<file path="config.mk">
export PLATFORM = sky130hd
export DESIGN_NAME = stim_sequencer
export DESIGN_NICKNAME = d
export VERILOG_FILES = /design/src/rtl/stim_seq_pkg.sv /design/src/rtl/stim_seq_mem.sv /design/src/rtl/stim_sequencer.sv
export SDC_FILE = /design/constraint.sdc
export NUM_CORES = 1
export LEC_CHECK = 0
export CORE_MARGIN = 4
export CORE_UTILIZATION = 45
export CTS_CLUSTER_DIAMETER = 200
export DETAILED_ROUTE_END_ITERATION = 10
export PLACE_DENSITY = 0.67
export SLEW_MARGIN = 15
export SYNTH_ARGS = -nofsm -noshare
export SYNTH_HDL_FRONTEND = slang
export SYNTH_HIERARCHICAL = 1
export SYNTH_SLANG_ARGS = --single-unit
</file>
<file path="constraint.sdc">
create_clock -name clock -period 2.8 [get_ports clock]
set_clock_uncertainty 0.05 [all_clocks]
set_input_delay 0.56 -clock clock [delete_from_list [all_inputs] [get_ports clock]]
set_output_delay 0.56 -clock clock [all_outputs]
set_load 0.005 [all_outputs]
</file>
<file path="src/rtl/stim_seq_pkg.sv">
// Shared types and default sizing for the stimulus replay engine.
package stim_seq_pkg;

   localparam int unsigned DEF_WIDTH = 2;
   localparam int unsigned DEF_DEPTH = 11;
   localparam int unsigned DEF_CNT_W = 32;

   typedef enum logic [1:0] {
      IDLE = 2'd0,
      RUN  = 2'd1,
      DONE = 2'd2
   } state_t;

endpackage

</file>
<file path="src/rtl/stim_seq_mem.sv">
// Stimulus table: DEPTH x WIDTH register array, synchronous write, asynchronous read.
module stim_seq_mem #(
   parameter int unsigned WIDTH = 2,
   parameter int unsigned DEPTH = 11,
   parameter int unsigned AW    = 4
) (
   input  logic             clock,
   input  logic             wr_en,
   input  logic [AW-1:0]    wr_addr,
   input  logic [WIDTH-1:0] wr_data,
   input  logic [AW-1:0]    rd_addr,
   output logic [WIDTH-1:0] rd_data_c
);

   logic [WIDTH-1:0] mem_q [DEPTH];

   // Contents survive reset so a program can be replayed after a system reset.
   always_ff @(posedge clock) begin
      if (wr_en) begin
         mem_q[wr_addr] <= wr_data;
      end
   end

   assign rd_data_c = mem_q[rd_addr];

endmodule

</file>
<file path="src/rtl/stim_sequencer.sv">
// Stimulus replay engine: presents one stored vector per clock from a loadable table.
// Optional wrap-around replay is enabled with STIM_SEQ_LOOP_EN.
module stim_sequencer
   import stim_seq_pkg::*;
#(
   parameter int unsigned WIDTH = DEF_WIDTH,
   parameter int unsigned DEPTH = DEF_DEPTH,
   parameter int unsigned AW    = $clog2(DEPTH),
   parameter int unsigned CNT_W = DEF_CNT_W
) (
   input  logic             clock,
   input  logic             reset,
   input  logic             wr_en,
   input  logic [AW-1:0]    wr_addr,
   input  logic [WIDTH-1:0] wr_data,
   input  logic [AW:0]      len,
   input  logic             start,
   input  logic             stop,
`ifdef STIM_SEQ_LOOP_EN
   input  logic             loop,
`endif
   output logic [WIDTH-1:0] stim,
   output logic             valid,
   output logic             busy,
   output logic             done,
   output logic [CNT_W-1:0] pc
);

   localparam logic [AW:0] DEPTH_A = (AW+1)'(DEPTH);

   state_t           state_q, state_d;
   logic [AW:0]      addr_q, addr_d;
   logic [AW:0]      len_q, len_d;
   logic             loop_q, loop_d;
   logic [WIDTH-1:0] stim_d;
   logic             valid_d, busy_d, done_d;
   logic [CNT_W-1:0] pc_d;

   logic [AW:0]      eff_len_c;
   logic             start_ok_c;
   logic             in_range_c;
   logic             loop_req_c;
   logic             mem_we_c;
   logic [AW-1:0]    rd_addr_c;
   logic [WIDTH-1:0] rd_data_c;

   assign eff_len_c  = (len > DEPTH_A) ? DEPTH_A : len;
   assign start_ok_c = start && !stop;
   assign in_range_c = addr_q < len_q;
`ifdef STIM_SEQ_LOOP_EN
   assign loop_req_c = loop;
`else
   assign loop_req_c = 1'b0;
`endif

   // Host writes are locked out while a replay is in progress.
   assign mem_we_c  = wr_en && reset && !busy && ({1'b0, wr_addr} < DEPTH_A);
   assign rd_addr_c = (state_q == RUN && in_range_c) ? addr_q[AW-1:0] : '0;

   stim_seq_mem #(
      .WIDTH (WIDTH),
      .DEPTH (DEPTH),
      .AW    (AW)
   ) u_mem (
      .clock     (clock),
      .wr_en     (mem_we_c),
      .wr_addr   (wr_addr),
      .wr_data   (wr_data),
      .rd_addr   (rd_addr_c),
      .rd_data_c (rd_data_c)
   );

   // State and output registers.
   always_ff @(posedge clock) begin
      if (!reset) begin
         state_q <= IDLE;
         addr_q  <= '0;
         len_q   <= '0;
         loop_q  <= 1'b0;
         stim    <= '0;
         valid   <= 1'b0;
         busy    <= 1'b0;
         done    <= 1'b0;
         pc      <= '0;
      end else begin
         state_q <= state_d;
         addr_q  <= addr_d;
         len_q   <= len_d;
         loop_q  <= loop_d;
         stim    <= stim_d;
         valid   <= valid_d;
         busy    <= busy_d;
         done    <= done_d;
         pc      <= pc_d;
      end
   end

   // Next-state logic; stop beats both start and normal completion.
   always_comb begin
      state_d = state_q;
      case (state_q)
         IDLE: begin
            if (start_ok_c) begin
               state_d = (eff_len_c == '0) ? DONE : RUN;
            end
         end
         RUN: begin
            if (stop) begin
               state_d = IDLE;
            end else if (!in_range_c && !loop_q) begin
               state_d = DONE;
            end
         end
         DONE:    state_d = IDLE;
         default: state_d = IDLE;
      endcase
   end

   // Next values for the registered outputs and datapath.
   always_comb begin
      addr_d  = addr_q;
      len_d   = len_q;
      loop_d  = loop_q;
      stim_d  = stim;
      valid_d = valid;
      pc_d    = pc;
      busy_d  = (state_d == RUN);
      done_d  = (state_d == DONE);
      case (state_q)
         IDLE: begin
            if (start_ok_c) begin
               len_d  = eff_len_c;
               loop_d = loop_req_c;
               addr_d = '0;
               pc_d   = '0;
               if (eff_len_c != '0) begin
                  stim_d  = rd_data_c;
                  valid_d = 1'b1;
                  addr_d  = (AW+1)'(1);
                  pc_d    = CNT_W'(1);
               end
            end
         end
         RUN: begin
            if (stop) begin
               valid_d = 1'b0;
               addr_d  = '0;
            end else if (in_range_c) begin
               stim_d = rd_data_c;
               addr_d = addr_q + (AW+1)'(1);
               pc_d   = pc + CNT_W'(1);
            end else if (loop_q) begin
               // Wrap straight back to entry 0 with no idle cycle.
               stim_d = rd_data_c;
               addr_d = (AW+1)'(1);
               pc_d   = pc + CNT_W'(1);
            end else begin
               valid_d = 1'b0;
               addr_d  = '0;
            end
         end
         DONE: begin
            valid_d = 1'b0;
         end
         default: begin
            valid_d = 1'b0;
         end
      endcase
   end

endmodule

</file>
==> flow_summary.yaml, run 1 <==
detailed_routing:
  wire_per_inst_um: 15.8
  drtIter0Drc: 190
  dr_total_vias: 3096
  met3_length_um: 413
  m1WireLength_um: 4170
  drcViolationCount: 0
  wl_met2_um: 3960
  viasPerCell: 5.64
  drtAntennaViolNets: 0
  wirelength_um: 8700
  first_pass_iters: 6
  top_layer_used: "met4"
global_route:
  grt_pass1_wl_um: 14400
  antenna_found_initial: 0
  grt_max_degree: 27
  grt_overflow: 0
  grt_usage: 0.185
  grt_pass1_vias: 3001
setup_path:
  crit_type: "flip-flop to flip-flop"
  ff2ff_path_depth: 13
  r2r-end: "stim[1]$_SDFFE_PN0P_"
  r2r-start: "len_q[2]$_SDFFE_PN0P_"
  critPathMaxFanout: 6
  cp.arrival_ns: 2.85
  rrSetupSlack_ns: 0.18
  end_kind: "flip-flop"
  startpoint_type: "flip-flop"
  required_ns: 3.03
power_and_ir_drop:
  power_density_nw_per_um2: 451
  leakage_nw: 1.45
  vdd_drop_max_v: 0.000314
synthesis:
  ys_top_cells_by_count: "dfxtp_1, nand2_1, a21oi_1"
  yosysSeqAreaShare: 0.460
  synth-edff-count: 22
  synth_warnings: 6
  ys.flop_type: "dfxtp_1"
  synth_seq_cells: 71
  yosys.area.top_type_share: 0.275
  synth_area_um2: 3570
  ys_types: 55
  yosysMostFrequentCell: "dfxtp_1"
  synth_top_area_cell: "dfxtp_1"
  ys_top_cells_by_area: "dfxtp_1, edfxtp_1, mux2i_1"
  synth_nets: 398
  syn_inst: 376
  postSynthAreaPerCell_um2: 9.49
  async_reset_ff_frac: 0
timing:
  report.final.slew_viol_count: 0
  fmax_mhz: 382
  setup_viol: 0
  rsz0062_at_grt: "false"
  finalSetupTns_ns: 0
  fin_ws_ns: 0.179
  finalHoldViolations: 0
  worst_pin_slew_ns: 1.04
  period_share: 0.936
  slew_headroom: 0.307
  post-route-min-period_ns: 2.62
floorplan:
  fp.dieH_um: 97.0
  initial_core_util: 0.462
  fp.dieW_um: 97.0
  boundaryPins: 53
  coreArea_um2: 7730
  row_count: 32
  die_area_um2: 9420
placement:
  io_buffers: 52
  place_hpwl_um: 6350
  dp_slack_ns: 0.0630
  place_congestion: 0.841
cells_and_area:
  drive_above_1_share: 0.134
  diodes: 0
  syn_to_final_growth_pct: 26.3
  final_nets: 464
cts:
  cts_tree: "yes"
  cts_root_buf: "clkbuf_8"
  htree_levels: 3
  cts_buffers: 9
  clk_pin_slew_ns: 0.08
  clock_latency_ns: 0.35
  cts_buffer_depth: 2
  clock_sinks: 71
flow_run:
  cap_viol_max_count: 0
worst_hold_path:
  worstHoldEndpoint: "len_q[2]$_SDFFE_PN0P_"
  hp-start: "len_q[2]$_SDFFE_PN0P_"
  holdCritPathClass: "flip-flop to flip-flop"
  holdPathStages: 2
status:
  status: "finished clean"
cell usage in the layout, fill, tap and decap left out, types with 14 or more instances in the layout:
master           synthesis  routed
or4_1                   14      14
buf_4                    1      22
clkdlybuf4s50_1          0      52
dfxtp_1                 49      49
edfxtp_1                22      22
or3_1                   15      15
nand3_1                 17      17
a21oi_1                 23      22
nand2_1                 39      39
nor2_1                  22      22
o31ai_1                 17      17
nor4_1                  14      14
mux2i_1                 22      22
state kept, by name, summed over array words and instances, names as in the netlist:
register	flops
addr_q	5
busy	1
done	1
len_q	5
pc	32
state_q	2
stim	2
u_mem/mem_q	22
valid	1
timing repair:
action / 4_1_cts / 5_1_grt
resized for setup: 0 / 5
setup buffers: 0 / 1
endpoints found under the hold margin: 0 / 0
hold buffers: 0 / 0
setup endpoints to repair: 0 / 2
report_power, final:
| part | internal [mW] | switching, mW |
|---|---|---|
| sequential | 1.07 | 0.0141 |
| combinational | 0.101 | 0.128 |
| clock | 0.316 | 0.396 |
area by class of cell:
cell class | count | area, um^2
sequential | 71 | 1640
tap | 102 | 128
inverter | 12 | 45.0
clock inverter | 6 | 37.5
multi-input combinational | 273 | 1820
fill | 658 | 3220
clock buffer | 10 | 128
timing repair buffer | 75 | 706
per-stage QoR:
step	hold slack [ns]	instances	util	total power [mW]	cell area (um^2)
CTS	0.415	548	0.578	2.03	4460
floorplan	0.370	376	-	1.23	3570
global route	0.457	549	0.583	2.11	4510
detailed placement	0.407	532	0.556	1.33	4300
global placement	0.393	532	0.556	1.33	4300
finish	0.414	549	0.583	2.03	4510
how the worst max path moves through the flow:
stage | from | to | cells past startpoint
5_1_grt | len_q[2]$_SDFFE_PN0P_ | stim[0]$_SDFFE_PN0P_ | 13
3_3_place_gp | wr_addr[2] | u_mem/mem_q[0][0]$_DFFE_PP_ | 5
3_5_place_dp | len_q[2]$_SDFFE_PN0P_ | stim[1]$_SDFFE_PN0P_ | 13
2_1_floorplan | addr_q[2]$_SDFFE_PN0P_ | stim[0]$_SDFFE_PN0P_ | 12
6_report | len_q[2]$_SDFFE_PN0P_ | stim[1]$_SDFFE_PN0P_ | 13
4_1_cts | len_q[2]$_SDFFE_PN0P_ | stim[1]$_SDFFE_PN0P_ | 13
layer usage:
layer  global-route usage  vias up
li1                     -     1554
met1                0.250     1459
met2                0.293       70
met3               0.0368       13
met4               0.0713        0
met5                    0        -
kinds of logic after synthesis:
kind of cell,count (synthesis),share of synthesized area
compound gates,68,0.125
xor+xnor,3,0.00737
fa+ha+maj,6,0.0210
buf+inv,32,0.0389
flops,71,0.460
mux,26,0.0807
simple gates,170,0.267
critical path: stages, from the launching register on:
cell and delay (ns):
dfxtp_1 0.33, inv_1 0.07, ha_4 0.23, a21o_1 0.20, a31oi_4 0.16, o21bai_2 0.09, a21oi_2 0.18, and3_4 0.21
buf_4 0.15, mux2i_1 0.08, mux4_2 0.45, o21ai_1 0.14, nand4_1 0.10, a21oi_1 0.12
Power figures use the tool's default switching activity.
==> run 2, diff against run 1 <==
CTS_BUF_LIST = sky130_fd_sc_hd__clkbuf_8   (was not set)
==> run 2 against run 1 <==
  * First-iteration DRC count unchanged
  * Count of clock-buffer cells in the layout decreased by 1
  * Die area unchanged
  * Core utilization unchanged
  * Combinational power about the same
  * Worst setup slack improved by 0.00072 ns
  * Critical path type unchanged
  * Critical endpoint unchanged
==> flow_summary.yaml, run 2 (synthesis results as in run 1) <==
status:
  status: "finished clean"
setup_path:
  crit_type: "flip-flop to flip-flop"
  cp_slowest_stage_delay_ns: 0.45
  r2r-end: "stim[1]$_SDFFE_PN0P_"
  cp_top_family: "compound AO/OA/AOI/OAI gates"
  r2r-start: "len_q[2]$_SDFFE_PN0P_"
  path_cells: "inv_1 -> ha_4 -> a21o_1 -> a31oi_4 -> o21bai_2 -> a21oi_2 -> and3_4 -> buf_4 -> mux2i_1 -> mux4_2 -> o21ai_1 -> nand4_1 -> a21oi_1"
  slowest_stage: "mux4_2"
  cp.arrival_ns: 2.84
  end_kind: "flip-flop"
  startpoint_type: "flip-flop"
  critPathMaxFanout: 6
  required_ns: 3.02
  crit_buf_inv: 2
  rrSetupSlack_ns: 0.18
  ff2ff_path_depth: 13
cells_and_area:
  final_nets: 464
  drive_above_1_share: 0.134
  diodes: 0
  largest_reg_flops: 32
  syn_to_final_growth_pct: 26.3
  top_regs: "pc: 32 flops, u_mem/mem_q: 22 flops"
  final_cells: 549
  fin_util: 0.583
  top_register: "pc"
  mostFrequentLayoutCells: "clkdlybuf4s50_1, dfxtp_1, nand2_1"
  layout_commonest_cell: "clkdlybuf4s50_1"
  fin_area_um2: 4510
cts:
  cts_hold_buf: 0
  htree_levels: 3
  cts_buffer_depth: 2
  clk_pin_slew_ns: 0.08
  cts_root_buf: "clkbuf_8"
  clock_sinks: 71
  cts_buffers: 9
  cts_tree: "yes"
  clock_latency_ns: 0.34
floorplan:
  die_area_um2: 9420
  fp.dieW_um: 97.0
  boundaryPins: 53
  fp.dieH_um: 97.0
  row_count: 32
  coreArea_um2: 7730
  initial_core_util: 0.462
timing:
  report.final.slew_viol_count: 0
  finalHoldViolations: 0
  rsz0062_at_grt: "false"
  setup_viol: 0
  finalSetupTns_ns: 0
  fin_hold_ws_ns: 0.414
  period_share: 0.936
  slew_headroom: 0.307
  worst_pin_slew_ns: 1.04
  fmax_mhz: 382
  post-route-min-period_ns: 2.62
worst_hold_path:
  worstHoldEndpoint: "len_q[2]$_SDFFE_PN0P_"
  holdCritPathClass: "flip-flop to flip-flop"
  hp-start: "len_q[2]$_SDFFE_PN0P_"
  holdPathStages: 2
power_and_ir_drop:
  p_clk_frac: 0.349
  seqPwrFrac: 0.538
  power.switching_mw: 0.534
  vdd_drop_max_v: 0.000308
  switching_share: 0.264
  power_density_nw_per_um2: 449
  internal-power_mw: 1.49
  leakage_nw: 1.46
  comb_power_share: 0.113
detailed_routing:
  wire_per_inst_um: 15.8
  drtAntennaViolNets: 0
  dr_total_vias: 3096
  first_pass_iters: 5
  wirelength_um: 8670
  drcViolationCount: 0
  viasPerCell: 5.64
  drtIter0Drc: 190
flow_run:
  cap_viol_max_count: 0
global_route:
  met2_usage: 0.293
  top_usage_layer: "met2"
  grt_pass1_vias: 3001
  grt_usage: 0.185
  grt_overflow: 0
  grt_use_met3: 0.0368
  grt_max_degree: 27
  grt_pass1_wl_um: 14400
  grt_util_met1: 0.250
  antenna_found_initial: 0
placement:
  place_inst: 532
  place_congestion: 0.841
  io_buffers: 52
  placed_area_um2: 4300
  place_hpwl_um: 6350
-- run 2: cell types whose count changed in the layout (fill, tap and decap cells not counted) --
cell | before | now
clkbuf_1 | 1 | 0
inv_1 | 11 | 12
-- run 2: routing by layer --
layer  part of all wire  vias up
met5                  0        -
met1               0.48     1458
met2               0.46       72
met3              0.046       13
li1                   -     1553
met4              0.017        0
-- run 2: final cells by class --
type	count	area, um^2
clock buffer	9	124
multi-input combinational	273	1820
fill	658	3220
sequential	71	1640
timing repair buffer	75	706
clock inverter	7	41.3
inverter	12	45.0
tap	102	128
-- run 2: power groups by stage --
stage / Combinational [mW] / Sequential (mW) / Clock [mW]
4_1_cts: 0.219 / 1.09 / 0.724
3_3_place_gp: 0.215 / 1.11 / 0
2_1_floorplan: 0.127 / 1.11 / 0
3_5_place_dp: 0.218 / 1.11 / 0
5_1_grt: 0.252 / 1.09 / 0.769
6_report: 0.229 / 1.09 / 0.705
-- run 2: tightest hold or removal path: cells and delay by family (launching register included) --
kind	cells	cell delay (ns)
AO/OA/AOI/OAI	1	0.05
flip-flops	1	0.31
AND/OR/NAND/NOR	1	0.05
-- run 2: stage by stage --
step | total power, mW | setup WS (ns)
final | 2.02 | 0.180
after global routing | 2.11 | 0.0311
after global placement | 1.33 | 0.127
after detailed placement | 1.33 | 0.0630
after CTS | 2.03 | 0.0458
after floorplan | 1.23 | 0.181
-- run 2: how the worst max path moves through the flow --
stage | startpoint | to | slack [ns] | cells past startpoint
2_1_floorplan | addr_q[2]$_SDFFE_PN0P_ | stim[0]$_SDFFE_PN0P_ | 0.18 | 12
3_3_place_gp | wr_addr[2] | u_mem/mem_q[0][0]$_DFFE_PP_ | 0.13 | 5
3_5_place_dp | len_q[2]$_SDFFE_PN0P_ | stim[1]$_SDFFE_PN0P_ | 0.06 | 13
4_1_cts | len_q[2]$_SDFFE_PN0P_ | stim[1]$_SDFFE_PN0P_ | 0.05 | 13
5_1_grt | len_q[2]$_SDFFE_PN0P_ | stim[0]$_SDFFE_PN0P_ | 0.03 | 13
6_report | len_q[2]$_SDFFE_PN0P_ | stim[1]$_SDFFE_PN0P_ | 0.18 | 13
-- run 2: timing repair --
item / in CTS / in global routing
setup buffers: 0 / 1
gates resized for setup: 0 / 5
setup endpoints to repair: 0 / 2
